File: src/rtl/led_pulse_stretcher.sv
// Stretches one-cycle trig events into human-visible pulses with a minimum gap
// between them; events arriving while busy are queued up to MAX_PENDING.
module led_pulse_stretcher #(
  parameter int TICK_DIV    = 500000,
  parameter int ON_TICKS    = 20,
  parameter int OFF_TICKS   = 10,
  parameter int MAX_PENDING = 15
) (
  input  logic       clk_in,
  input  logic       rst,
  input  logic       trig,
  output logic       out,
  output logic       busy,
  output logic [3:0] pending,
  output logic       overflow
);

  localparam int PW   = (TICK_DIV > 1) ? $clog2(TICK_DIV) : 1;
  localparam int MAXT = (ON_TICKS > OFF_TICKS) ? ON_TICKS : OFF_TICKS;
  localparam int TW   = (MAXT > 1) ? $clog2(MAXT) : 1;

  localparam logic [PW-1:0] PRESC_LAST = PW'(TICK_DIV - 1);
  localparam logic [TW-1:0] ON_LAST    = TW'(ON_TICKS - 1);
  localparam logic [TW-1:0] OFF_LAST   = TW'(OFF_TICKS - 1);
  localparam logic [3:0]    PEND_MAX   = 4'(MAX_PENDING);

  typedef enum logic [1:0] {IDLE, ON, GAP} state_t;

  state_t        state, state_nxt;
  logic [PW-1:0] presc;
  logic [TW-1:0] tcnt;
  logic          tick, on_done, gap_done;
  logic          launch, take_q, take_trig, accept, entering;
  logic [3:0]    pend_nxt;
  logic          ovf_nxt;

  assign tick     = (presc == PRESC_LAST);
  assign on_done  = (state == ON)  && tick && (tcnt == ON_LAST);
  assign gap_done = (state == GAP) && tick && (tcnt == OFF_LAST);

  // A new pulse starts from IDLE or at the end of a gap; the queue is served
  // first, and a trig only launches directly when nothing is queued.
  assign launch    = ((state == IDLE) || gap_done) && (trig || (pending != 4'd0));
  assign take_q    = launch && (pending != 4'd0);
  assign take_trig = launch && (pending == 4'd0);
  assign accept    = trig && !take_trig;

  always_comb begin
    state_nxt = state;
    case (state)
      IDLE:    if (launch)   state_nxt = ON;
      ON:      if (on_done)  state_nxt = GAP;
      GAP:     if (gap_done) state_nxt = launch ? ON : IDLE;
      default:               state_nxt = IDLE;
    endcase
  end

  // Every transition into ON or GAP restarts the tick timing from zero.
  assign entering = (state_nxt != state) && (state_nxt != IDLE);

  always_comb begin
    pend_nxt = pending;
    ovf_nxt  = 1'b0;
    if (accept && !take_q) begin
      if (pending < PEND_MAX) pend_nxt = pending + 4'd1;
      else                    ovf_nxt  = 1'b1;
    end else if (take_q && !accept) begin
      pend_nxt = pending - 4'd1;
    end
  end

  always_ff @(posedge clk_in or posedge rst) begin
    if (rst) begin
      state <= IDLE;
    end else begin
      state <= state_nxt;
    end
  end

  always_ff @(posedge clk_in or posedge rst) begin
    if (rst) begin
      presc <= '0;
      tcnt  <= '0;
    end else if (entering || (state_nxt == IDLE)) begin
      presc <= '0;
      tcnt  <= '0;
    end else if (tick) begin
      presc <= '0;
      tcnt  <= tcnt + TW'(1);
    end else begin
      presc <= presc + PW'(1);
    end
  end

  always_ff @(posedge clk_in or posedge rst) begin
    if (rst) begin
      out      <= 1'b0;
      busy     <= 1'b0;
      pending  <= 4'd0;
      overflow <= 1'b0;
    end else begin
      out      <= (state_nxt == ON);
      busy     <= (state_nxt != IDLE);
      pending  <= pend_nxt;
      overflow <= ovf_nxt;
    end
  end

endmodule

File: config.mk
export PLATFORM = sky130hd
export DESIGN_NAME = led_pulse_stretcher
export DESIGN_NICKNAME = d
export VERILOG_FILES = /design/src/rtl/led_pulse_stretcher.sv
export SDC_FILE = /design/constraint.sdc
export NUM_CORES = 1
export LEC_CHECK = 0
export BUFFER_PORTS_ARGS = -buffer_cell sky130_fd_sc_hd__buf_2
export CELL_PAD_IN_SITES_DETAIL_PLACEMENT = 0
export CELL_PAD_IN_SITES_GLOBAL_PLACEMENT = 1
export CORE_UTILIZATION = 51
export CTS_BUF_LIST = sky130_fd_sc_hd__clkbuf_8 sky130_fd_sc_hd__clkbuf_16
export DETAILED_ROUTE_END_ITERATION = 7
export GPL_TIMING_DRIVEN = 0
export PLACE_DENSITY = 0.9
export SLEW_MARGIN = 20
export SYNTH_ARGS = -nofsm -noshare
export SYNTH_HDL_FRONTEND = slang
export SYNTH_SLANG_ARGS = --single-unit
File: constraint.sdc
create_clock -name clk_in -period 5.1 [get_ports clk_in]
set_input_delay 1.02 -clock clk_in [delete_from_list [all_inputs] [get_ports clk_in]]
set_output_delay 1.02 -clock clk_in [all_outputs]
set_load 0.02 [all_outputs]
==> results of run 1 <==
## synthesized netlist by cell type (all sizes together), types with 5 or more instances
cell type	number
and3	5
and4	5
dfrtp	33
ha	5
nand2	7
nand3	10
nand4	11
nor2	29
o21ai	7
xnor2	5
xor2	16
## worst min-delay path: cells and delay by family, from the launching register on
kind | cells | cell delay (ns)
xor+xnor | 1 | 0.07
flops | 1 | 0.36
simple gates | 1 | 0.08
## metal layers
metal	vias up	share of wire [%]
li1	679	-
met3	2	2.9
met1	670	48
met4	0	0.91
met2	13	48
met5	-	0
## layout make-up
| type | instances | area, µm² | share of cell area [%] |
|---|---|---|---|
| multi-input cells | 141 | 953 | 46.9 |
| flip-flops and latches | 33 | 826 | 40.6 |
| clock buffers | 6 | 82.6 | 4.06 |
| well taps | 46 | 57.6 | 2.83 |
| repair buffers | 9 | 45.0 | 2.22 |
| clock inverters | 2 | 33.8 | 1.66 |
| plain buffers | 3 | 20.0 | 0.985 |
| inverters | 4 | 15.0 | 0.738 |
## path summary, 6_finish.rpt
check	endpoint	slack [ns]	cells after the start
worst max-delay path	pending[3]	2.35	9
worst min-delay path	presc[17]	0.55	2
worst max register to register	pending[3]	2.35	9
worst min register to register	presc[17]	0.55	2
max in group asynchronous	pending[0]	3.83	2
min in group asynchronous	presc[18]	0.83	2
## registers in the layout, indices dropped and copies added (netlist names)
signal	count
overflow	1
out	1
presc	19
tcnt	5
busy	1
state	2
pending	4
## through the flow
stage	worst slack [ns]	util [%]	instances	hold WS [ns]	power (mW)
final	2.35	60.5	244	0.548	0.665
after global routing	2.19	60.5	244	0.586	0.697
after CTS	2.34	60.5	244	0.548	0.670
after detailed placement	2.35	57.0	236	0.521	0.416
after global placement	2.39	57.0	236	0.517	0.409
after floorplan	2.54	-	181	0.480	0.383
## placed cells by master (no fill, tap or decap), types with 2 or more instances in the layout
| master | netlist | routed |
|---|---|---|
| a21o_1 | 2 | 2 |
| and2_1 | 2 | 2 |
| xnor2_1 | 5 | 5 |
| and4_1 | 5 | 5 |
| nand4_1 | 11 | 11 |
| and3_1 | 5 | 5 |
| clkbuf_8 | 0 | 6 |
| mux2_2 | 2 | 2 |
| inv_1 | 4 | 4 |
| nand3_1 | 10 | 10 |
| nor2b_1 | 3 | 3 |
| buf_2 | 1 | 10 |
| dfrtp_1 | 33 | 33 |
| nand2b_1 | 3 | 3 |
| ha_1 | 5 | 5 |
| o21ai_0 | 6 | 6 |
| nor3_1 | 3 | 3 |
| or3_1 | 2 | 2 |
| a21oi_1 | 4 | 4 |
| nor4b_1 | 2 | 2 |
| xor2_1 | 16 | 16 |
| nor2_1 | 28 | 28 |
| nand2_1 | 7 | 7 |
## power breakdown
group,total (mW),internal (mW),leakage [nW],switching (mW)
clock network,0.254,0.157,0.0626,0.0967
registers,0.303,0.277,0.423,0.0262
logic,0.108,0.0487,0.437,0.0591
## cells by family (layout without fill, tap and decap cells)
group,Yosys count,in the layout
and+or+nand+nor,90,90
DFF,33,33
AOI/OAI and AO/OA,22,22
xor gates and xnor gates,21,21
buffers and inverters,7,24
adders and majority gates,6,6
muxes,2,2
==> summary.md, run 1 <==
| Metric | Value |
|---|---|
| Run status | finished clean |
| Vert. Die Dim | 61.6 µm |
| Vias in the first global route | 1,311 |
| Total track usage | 21.8% |
| Multiplexer share of the synthesized area | 1.24% |
| Post-CTS setup buffer count | 0 |
| First-pass GRT wire length | slightly below 6000 µm |
| Remaining global-route overflow | 0 |
| CTS resizes | 0 |
| Leak Pwr | 0.923 nW |
| CP Launch Type | flip-flop |
| Synth unique cells | 44 |
| Crit-path slowest cell | dfrtp_1 |
| Simple-gate share of the synthesized area | about 28% |
| Syn_nets | 190 |
| Initial Utilization | 53.9% |
| Max_cap viols | 0 |
| YS warnings | 0 |
| CTS tree | done |
| Ys flop type | dfrtp_1 |
| Final slew viol count | 0 |
| Filler cell count | roughly 320 |
| Post-synth ARST share | 100% |
| Cell Area, Placed | 1920 µm² |
| Clk_lat worst skew | 0.29 ns |
| Setup TNS | 0 ns |
| Io pins | 10 |
| Root Driver | clkbuf_8 |
| Cell Pwr Density | 327 nW/µm² |
| Initial antenna violation count | 0 |
| Met1 usage | 27.3% |
| Crit-path leading delay family | simple AND/OR/NAND/NOR gates |
| Cell count after synthesis | 181 |
| Mapped cell area | between 1500 and 2000 µm² |
| Met3 usage | 6.93% |
| Setup CP Type | flip-flop to flip-flop |
| Fin nets | 206 |
| Rows | 21 |
| Max IR drop VDD | about 320 µV |
| Clock transition at path regs | about 0.070 ns |
| Compound-gate portion of the synthesized area | 8.41% |
| Vias per cell | 5.59 |
| 1st-pass router iterations | 4 |
| Grt met2 use | 35.3% |
| RSZ-0062 raised after global routing | false |
| Cells taking the most area after synthesis | dfrtp_1, xor2_1, nor2_1 |
| Slew @ Worst Pin | 0.689 ns |
| Slew margin rel. | 54.0% |
| Core area | 3360 µm² |
| Die area | approximately 3800 µm² |
| Arrival time worst endpoint | around 3 ns |
| Share of layout cells above drive strength 1 | between 10% and 20% |
| Design area | 2030 µm² |
| Sink Count | 33 |
| CTS Hold Bufs | 0 |
| Yosys top cell by area | dfrtp_1 |
| Largest net degree at the start of global routing | 34 |
| Crit path buffers/inverters | 0 |
| Die width | roughly 60 µm |
| Htree depth | 2 |
| RD Place Congestion | 0.764 |
| Final setup fails | 0 |
| Post-Synth Adder-Cell Area | 4.55% |
| Port Buffers | 9 |
| Busiest layer in global routing | met2 |
| FF-to-FF Start | presc[0] |
| Crit path launch | presc[0] |
| Worst EP required | roughly 5.3 ns |
| WL final | around 3500 µm |
| Number of antenna diodes | 0 |
| Post-layout min period | 2.75 ns |
| CTS max path bufs | 2 |
| CP max stage delay | ~0.44 ns |
| Max FO, Critical Path | 8 |
| Largest family of logic cells by synthesized area | simple AND/OR/NAND/NOR gates |
| Routed len/inst | 14.4 µm |
| DR vias | 1,364 |
| Crit path capture type | flip-flop |
| Max Clock Freq | 364 MHz |
| Worst hold start | presc[17] |
| Worst path cell trace | ha_1 > and4b_1 > and4_1 > a31o_2 > ha_1 > a21o_1 > a21o_1 > or4_1 > nand4_1 |
| Setup Skew | 0.00949 ns |
| Xor/xnor share of the synthesized area | 10.1% |
| CTS Buf Count | 5 |
| Crit share post-route | 53.9% |
| Register area share after synthesis | a little under half |
| Syn_area_per_cell | 10.0 µm² |
| Yosys reg bits | 33 |
| DRT iter0 DRCs | 72 |
| Fin. Hold Viols | 0 |
| Post-synth top area share | 45.5% |
| Number of synthesized flops with an enable pin | 0 |
| DRC | 0 |
| Hold Path Class | flip-flop to flip-flop |
| Detailed placement HPWL | about 2400 µm |
| Layout area overhead | 12.1% |
| Routed Antenna Nets | 0 |
Power figures use the tool's default switching activity.
==> run 2: changes to the inputs <==
--- a/config.mk
+++ b/config.mk
@@ -5,14 +5,15 @@
 export SDC_FILE = /design/constraint.sdc
 export NUM_CORES = 1
 export LEC_CHECK = 0
+export ABC_AREA = 1
 export BUFFER_PORTS_ARGS = -buffer_cell sky130_fd_sc_hd__buf_2
 export CELL_PAD_IN_SITES_DETAIL_PLACEMENT = 0
 export CELL_PAD_IN_SITES_GLOBAL_PLACEMENT = 1
-export CORE_UTILIZATION = 51
+export CORE_UTILIZATION = 45
 export CTS_BUF_LIST = sky130_fd_sc_hd__clkbuf_8 sky130_fd_sc_hd__clkbuf_16
 export DETAILED_ROUTE_END_ITERATION = 7
 export GPL_TIMING_DRIVEN = 0
-export PLACE_DENSITY = 0.9
+export PLACE_DENSITY = 0.85
 export SLEW_MARGIN = 20
 export SYNTH_ARGS = -nofsm -noshare
 export SYNTH_HDL_FRONTEND = slang
==> constraint.sdc (replaced) <==
create_clock -name clk_in -period 2.7 [get_ports clk_in]
set_input_delay 0.54 -clock clk_in [delete_from_list [all_inputs] [get_ports clk_in]]
set_output_delay 0.54 -clock clk_in [all_outputs]
set_load 0.02 [all_outputs]
==> run 2 against run 1 <==
  * Register-to-register slack got worse by 2.1 ns
  * Global-route usage is 2.8 points lower
  * Wire length rose by 2.8%
  * Non-clock buffer count decreased by 1
  * Final area grew 2.8%
  * Die area grew 17%
  * Hold slack worse by 0.20 ns
  * Critical endpoint unchanged
  * Flip-flop and latch count unchanged
  * Utilization shrank 8.2 points
  * Final cell count increased by 22%
  * Sequential share of layout area shrank 1.1 points
==> summary.md, run 2 <==
| Metric | Value |
|---|---|
| Io pins | 10 (unchanged) |
| Crit path capture type | flip-flop |
| Slew @ Worst Pin | 0.689 ns (+0.000812 ns) |
| Max Clock Freq | 408 MHz (+12%) |
| Htree depth | 2 (unchanged) |
| Slew margin rel. | 54.0% (-0.054 points) |
| Most frequent cells in the layout | nand2_1, nor2_1, dfrtp_1 |
| Clk_lat worst skew | 0.29 ns (about the same) |
| Synth unique cells | 30 (-32%) |
| Arrival time worst endpoint | 2.65 ns (-0.32 ns) |
| Fin. Hold Viols | 0 (unchanged) |
| Setup TNS | 0 ns (unchanged) |
| RSZ-0062 raised after global routing | false |
| Root Driver | clkbuf_8 |
| Max FFs per register | 19 (unchanged) |
| Max_cap viols | 0 (unchanged) |
| Fin nets | 255 (+24%) |
| CP Launch Type | flip-flop |
| Max FO, Critical Path | 5 (-3) |
| Cell count after synthesis | 230 (+27%) |
| Placed Cells | 289 (+22%) |
| Ys flop type | dfrtp_1 |
| Pre-CTS setup slack | 0.133 ns (-2.21 ns) |
| Max IR drop VDD | 302 µV (-5.4%) |
| 1st-pass router iterations | 4 (unchanged) |
| RD Place Congestion | 0.799 (+4.6%) |
| Final worst slack | 0.248 ns (-2.10 ns) |
| Number of synthesized flops with an enable pin | 0 (unchanged) |
| First-pass GRT wire length | 6160 µm (+5.2%) |
| Cells taking the most area after synthesis | dfrtp_1, nand2_1, nor2_1 |
| Yosys reg bits | 33 (unchanged) |
| Commonest cells in the netlist | nand2_1, nor2_1, dfrtp_1, inv_1, nand3_1 |
| Detailed placement HPWL | 2610 µm (+6.6%) |
| Core area | 4000 µm² (+19%) |
| Biggest regs | presc: 19 flops, tcnt: 5 flops, pending: 4 flops |
| Post-layout min period | 2.45 ns (-0.298 ns) |
| Cell Pwr Density | 582 nW/µm² (+78%) |
| Mapped cell area | 1880 µm² (+3.4%) |
| Post-synth ARST share | 100% (unchanged) |
| DRC | 0 (unchanged) |
| Die width | 66.6 µm (+8.0%) |
| Initial Utilization | 46.9% (-7.1 points) |
| Worst EP required | 2.89 ns (-2.43 ns) |
| Number of antenna diodes | 0 (unchanged) |
| Run status | finished clean |
| Register area share after synthesis | 44.0% (-1.5 points) |
| Hold Path Class | primary input to asynchronous set/reset pin |
| Vert. Die Dim | 66.6 µm (+8.0%) |
| Flop2flop setup slack | 0.25 ns (-2.10 ns) |
| Post-synth top area share | 44.0% (-1.5 points) |
| Port Buffers | 9 (unchanged) |
| Cell Area, Placed | 1980 µm² (+3.5%) |
| Setup CP Type | flip-flop to flip-flop |
| Vias in the first global route | 1,378 (+5.1%) |
| Largest net degree at the start of global routing | 34 (unchanged) |
| Crit share post-route | 90.8% (+37 points) |
| Leak Pwr | 1.01 nW (+9.4%) |
| Filler cell count | 394 (+24%) |
| CTS Buf Count | 5 (unchanged) |
| Die area | 4430 µm² (+17%) |
| Post-Layout Cell Count | 297 (+22%) |
| Design area | 2090 µm² (+2.8%) |
| Share of layout cells above drive strength 1 | 14.6% (+0.43 points) |
| Setup Skew | 0.0104 ns (+0.000918 ns) |
| Vias per cell | 4.90 (-12%) |
| CTS max path bufs | 2 (unchanged) |
| Top-count cell post-synth | nand2_1 |
| Yosys top cell by area | dfrtp_1 |
| DRT iter0 DRCs | 44 (-39%) |
| Layout area overhead | 11.4% |
| Final slew viol count | 0 (unchanged) |
| Remaining global-route overflow | 0 (unchanged) |
| Clock transition at path regs | 0.07 ns (about the same) |
| Routed Antenna Nets | 0 (unchanged) |
| WL final | 3600 µm (+2.8%) |
| DR vias | 1,455 (+6.7%) |
| Sink Count | 33 (unchanged) |
| Register bank with the most flops | presc |
| Rows | 23 (+9.5%) |
| Final setup fails | 0 (unchanged) |
| Commonest non-fill, non-tap cell in the layout | nand2_1 |
| CTS tree | done |
| Routed len/inst | 12.1 µm (-16%) |
| Syn_area_per_cell | 8.15 µm² (-19%) |
| Initial antenna violation count | 0 (unchanged) |
| YS warnings | 0 (unchanged) |
| Total track usage | 19.0% (-2.8 points) |
| Syn_nets | 239 (+26%) |
==> run 2: worst max-delay path: stages (launching register included) <==
cell and delay (ns):
dfrtp_1 0.38, ha_1 0.24, nand3_2 0.19, nor3_4 0.24, nand3_2 0.17, nand3_2 0.16
ha_1 0.25, a21o_1 0.18, a21oi_1 0.17, inv_1 0.06, nand2_1 0.06, nand2_1 0.05
inv_1 0.06, nand2_1 0.05, nand2_1 0.05, nand2_1 0.04
==> run 2: worst paths after layout <==
kind                          start    endpoint  depth (start not counted)
max reg2reg                presc[0]  pending[3]                         15
max                        presc[0]  pending[3]                         15
min                             rst  pending[0]                          2
max in group asynchronous       rst   presc[16]                          2
min in group clk_in        presc[0]    presc[0]                          1
min reg2reg                presc[0]    presc[0]                          1
==> run 2: area by class of cell <==
class | instances | area (µm²) | share of cell area [%]
inverter | 33 | 125 | 5.99
clock buffer | 7 | 96.3 | 4.61
buffer | 2 | 16.3 | 0.778
multi-input combinational | 162 | 913 | 43.7
sequential | 33 | 826 | 39.5
clock inverter | 1 | 5.00 | 0.240
tap | 50 | 62.6 | 2.99
timing repair buffer | 9 | 45.0 | 2.16
==> run 2: per-stage QoR <==
stage	util, %	hold WS (ns)	total power, mW
2_1_floorplan	-	0.433	0.739
3_3_place_gp	49.6	0.458	0.798
3_5_place_dp	49.6	0.459	0.809
4_1_cts	52.1	0.378	1.23
5_1_grt	52.2	0.430	1.28
6_report	52.2	0.345	1.22
==> run 2: routing by layer <==
layer,vias to the layer above,track usage (%),part of all wire [%]
li1,767,-,-
met1,671,25.5,51
met2,10,28.8,45
met3,7,5.14,2.3
met4,0,7.45,1.8
met5,-,0,0
==> run 2: where the power goes <==
part | total [mW] | switching (mW) | internal [mW]
Clock | 0.422 | 0.191 | 0.231
Sequential | 0.574 | 0.0474 | 0.526
Combinational | 0.220 | 0.132 | 0.0885
==> run 2: cell families (layout without fill, tap and decap cells) <==
group | count (synthesis) | after routing | synth area share, %
buffers and inverters | 35 | 52 | 7.54
and+or+nand+nor | 129 | 129 | 33.4
adders and majority gates | 6 | 6 | 4.40
xor gates and xnor gates | 16 | 16 | 7.47
AOI/OAI and AO/OA | 11 | 11 | 3.20
DFF | 33 | 33 | 44.0
==> run 2: repair_timing <==
item | in CTS | in global routing
resized for setup | 0 | 1
endpoints found under the setup margin | 0 | 1
buffers inserted | 0 | 0
hold buffers | 0 | 0
==> run 3: changes to the inputs <==
--- a/config.mk
+++ b/config.mk
@@ -5,11 +5,10 @@
 export SDC_FILE = /design/constraint.sdc
 export NUM_CORES = 1
 export LEC_CHECK = 0
-export ABC_AREA = 1
 export BUFFER_PORTS_ARGS = -buffer_cell sky130_fd_sc_hd__buf_2
 export CELL_PAD_IN_SITES_DETAIL_PLACEMENT = 0
 export CELL_PAD_IN_SITES_GLOBAL_PLACEMENT = 1
-export CORE_UTILIZATION = 45
+export CORE_UTILIZATION = 47
 export CTS_BUF_LIST = sky130_fd_sc_hd__clkbuf_8 sky130_fd_sc_hd__clkbuf_16
 export DETAILED_ROUTE_END_ITERATION = 7
 export GPL_TIMING_DRIVEN = 0
==> run 3 against run 2 <==
  * Clock power shrank 16%
  * Die area decreased by 7.2%
  * Final cell count fell by 17%
  * Non-clock buffer count grew 2
  * Maximum frequency fell by 5.2%
  * Sequential power is 0.9% lower
  * Global-route usage up 0.97 points
  * Clock skew shrank 0.0047 ns
  * Sequential share of layout area grew 1.2 points
  * Final area is 2.6% lower
==> summary.md, run 3 (synthesis results as in run 1) <==
| Metric | Value |
|---|---|
| Arrival time worst endpoint | 2.81 ns (+0.16 ns) |
| CP Launch Type | flip-flop |
| Biggest regs | presc: 19 flops, tcnt: 5 flops, pending: 4 flops |
| Switch Pwr | 0.340 mW (-8.2%) |
| Filler cell count | 337 (-14%) |
| Commonest non-fill, non-tap cell in the layout | dfrtp_1 |
| Worst EP required | 2.93 ns (+0.04 ns) |
| Total track usage | 20.0% (+0.97 points) |
| Fin util | 55.2% (+2.9 points) |
| Vias per cell | 5.83 (+19%) |
| Most frequent cells in the layout | dfrtp_1, nor2_1, xor2_1 |
| Sink Count | 33 (unchanged) |
| Layout area overhead | 12.1% |
| Fin nets | 207 (-19%) |
| Crit path capture type | flip-flop |
| DRC | 0 (unchanged) |
| CTS Buf Count | 5 (unchanged) |
| Detailed placement HPWL | 2580 µm (-0.86%) |
| Number of antenna diodes | 0 (unchanged) |
| Max Clock Freq | 387 MHz (-5.2%) |
| CTS Hold Bufs | 0 (unchanged) |
| 1st-pass router iterations | 4 (unchanged) |
| Pre-CTS setup slack | -0.0526 ns (-0.185 ns) |
| Run status | finished clean |
| Crit share post-route | 95.8% (+5.0 points) |
| DRT iter0 DRCs | 135 (+210%) |
| WL final | 3590 µm (-0.31%) |
| Share of power burned in registers | 50.3% (+3.1 points) |
| RD Place Congestion | 0.796 (-0.46%) |
| First-pass GRT wire length | 6120 µm (-0.67%) |
| Rows | 22 (-4.3%) |
| Io pins | 10 (unchanged) |
| Reg2Reg Depth | 9 (-6) |
| Port Buffers | 9 (unchanged) |
| Core area | 3690 µm² (-7.8%) |
| Post-Layout Cell Count | 247 (-17%) |
| Setup Skew | 0.00569 ns (-0.00472 ns) |
| Initial antenna violation count | 0 (unchanged) |
| Leak Pwr | 0.915 nW (-9.3%) |
| Routed len/inst | 14.5 µm (+20%) |
| Placed Cells | 238 (-18%) |
| Die area | 4110 µm² (-7.2%) |
| Clk_lat worst skew | 0.29 ns (about the same) |
| Final slew viol count | 0 (unchanged) |
| WHS | 0.353 ns (+0.00818 ns) |
| Net Sw Frac | 30.1% (-0.40 points) |
| Htree depth | 2 (unchanged) |
| Max_cap viols | 0 (unchanged) |
| CTS max path bufs | 2 (unchanged) |
| Slew @ Worst Pin | 0.685 ns (-0.00494 ns) |
| Max IR drop VDD | 296 µV (-2.0%) |
| Logic pwr share | 18.3% (+0.2 points) |
| Final worst slack | 0.113 ns (-0.135 ns) |
| P_int | 0.791 mW (-6.5%) |
| Fin. Hold Viols | 0 (unchanged) |
| Routed Antenna Nets | 0 (unchanged) |
| Remaining global-route overflow | 0 (unchanged) |
| Multi-input gate area | 976 µm² (+6.8%) |
| Clock transition at path regs | 0.07 ns (about the same) |
| Sequential cell area | 828 µm² (+0.30%) |
| Register bank with the most flops | presc |
| Root Driver | clkbuf_8 |
| Initial Utilization | 49.2% (+2.3 points) |
| Post-layout min period | 2.59 ns (+0.135 ns) |
| Clk pwr share | 31.3% (-3.4 points) |
| Cell Pwr Density | 556 nW/µm² (-4.5%) |
| Max FO, Critical Path | 8 (+3) |
| Die width | 64.1 µm (-3.7%) |
| DR vias | 1,439 (-1.1%) |
| Final setup fails | 0 (unchanged) |
| Share of layout cells above drive strength 1 | 16.6% (+2.0 points) |
| Vert. Die Dim | 64.1 µm (-3.7%) |
| Slew margin rel. | 54.3% (+0.33 points) |
| Vias in the first global route | 1,429 (+3.7%) |
| Hold Path Class | primary input to asynchronous set/reset pin |
| Max FFs per register | 19 (unchanged) |
| Largest net degree at the start of global routing | 34 (unchanged) |
| Setup CP Type | flip-flop to flip-flop |
| CTS tree | done |
[run 3: cell count changes in the layout (fill, tap and decap cells not counted), moves of 3 or more]
cell | previous run | this run
and3_1 | 0 | 5
nor2_1 | 36 | 28
xor2_1 | 11 | 16
nor2b_1 | 0 | 3
nor3_1 | 7 | 3
nand3_2 | 4 | 0
nand2_2 | 4 | 0
nand3_1 | 14 | 10
nand2_1 | 41 | 7
and4_1 | 0 | 4
nand2b_1 | 0 | 3
inv_1 | 30 | 4
[run 3: area by class of cell]
class	instances	area share [%]
multi-input combinational	141	48.0
sequential	33	40.7
clock buffer	5	3.38
tap	48	2.95
timing repair buffer	10	2.58
buffer	3	0.984
inverter	4	0.738
clock inverter	3	0.677
[run 3: worst max-delay path, stage by stage (launching register included)]
cell	delay (ns)
dfrtp_2	0.45
ha_4	0.20
and4b_1	0.19
and4_2	0.26
a31o_4	0.26
ha_1	0.28
a21o_1	0.20
a21o_1	0.19
or4_1	0.40
nand4_1	0.09
[run 3: repair_timing]
item                       CTS  global route
setup endpoints to repair    1             1
hold endpoints to repair     0             0
buffers inserted             0             1
pin swaps                    0             1
gates resized for setup      1             5
[run 3: power by group through the flow]
stage	Combinational, mW	Sequential, mW	Clock [mW]
floorplan	0.119	0.605	0
global placement	0.197	0.576	0
detailed placement	0.208	0.580	0
CTS	0.209	0.570	0.364
global route	0.231	0.576	0.382
finish	0.207	0.569	0.354
[run 3: path summary, 6_finish.rpt]
check | from | to | slack [ns]
setup reg to reg | presc[0] | pending[3] | 0.11
hold reg to reg | presc[0] | presc[0] | 0.51
setup / recovery | presc[0] | pending[3] | 0.11
min in group clk_in | presc[0] | presc[0] | 0.51
hold / removal | rst | pending[3] | 0.35
max in group asynchronous | rst | presc[0] | 1.86
[run 3: routing by layer]
layer	up-vias	track usage, %	share of wire, %
met4	0	10.0	2.5
met2	39	33.9	50
li1	679	-	-
met3	13	7.50	4.0
met1	708	21.7	43
met5	-	0	0
[run 3: metrics by stage]
stage	setup TNS (ns)	area, µm²	power (mW)
2_1_floorplan	0	1810	0.724
6_report	0	2030	1.13
3_3_place_gp	-0.00571	1920	0.774
4_1_cts	0	2000	1.14
5_1_grt	-0.000615	2030	1.19
3_5_place_dp	-0.0526	1920	0.788
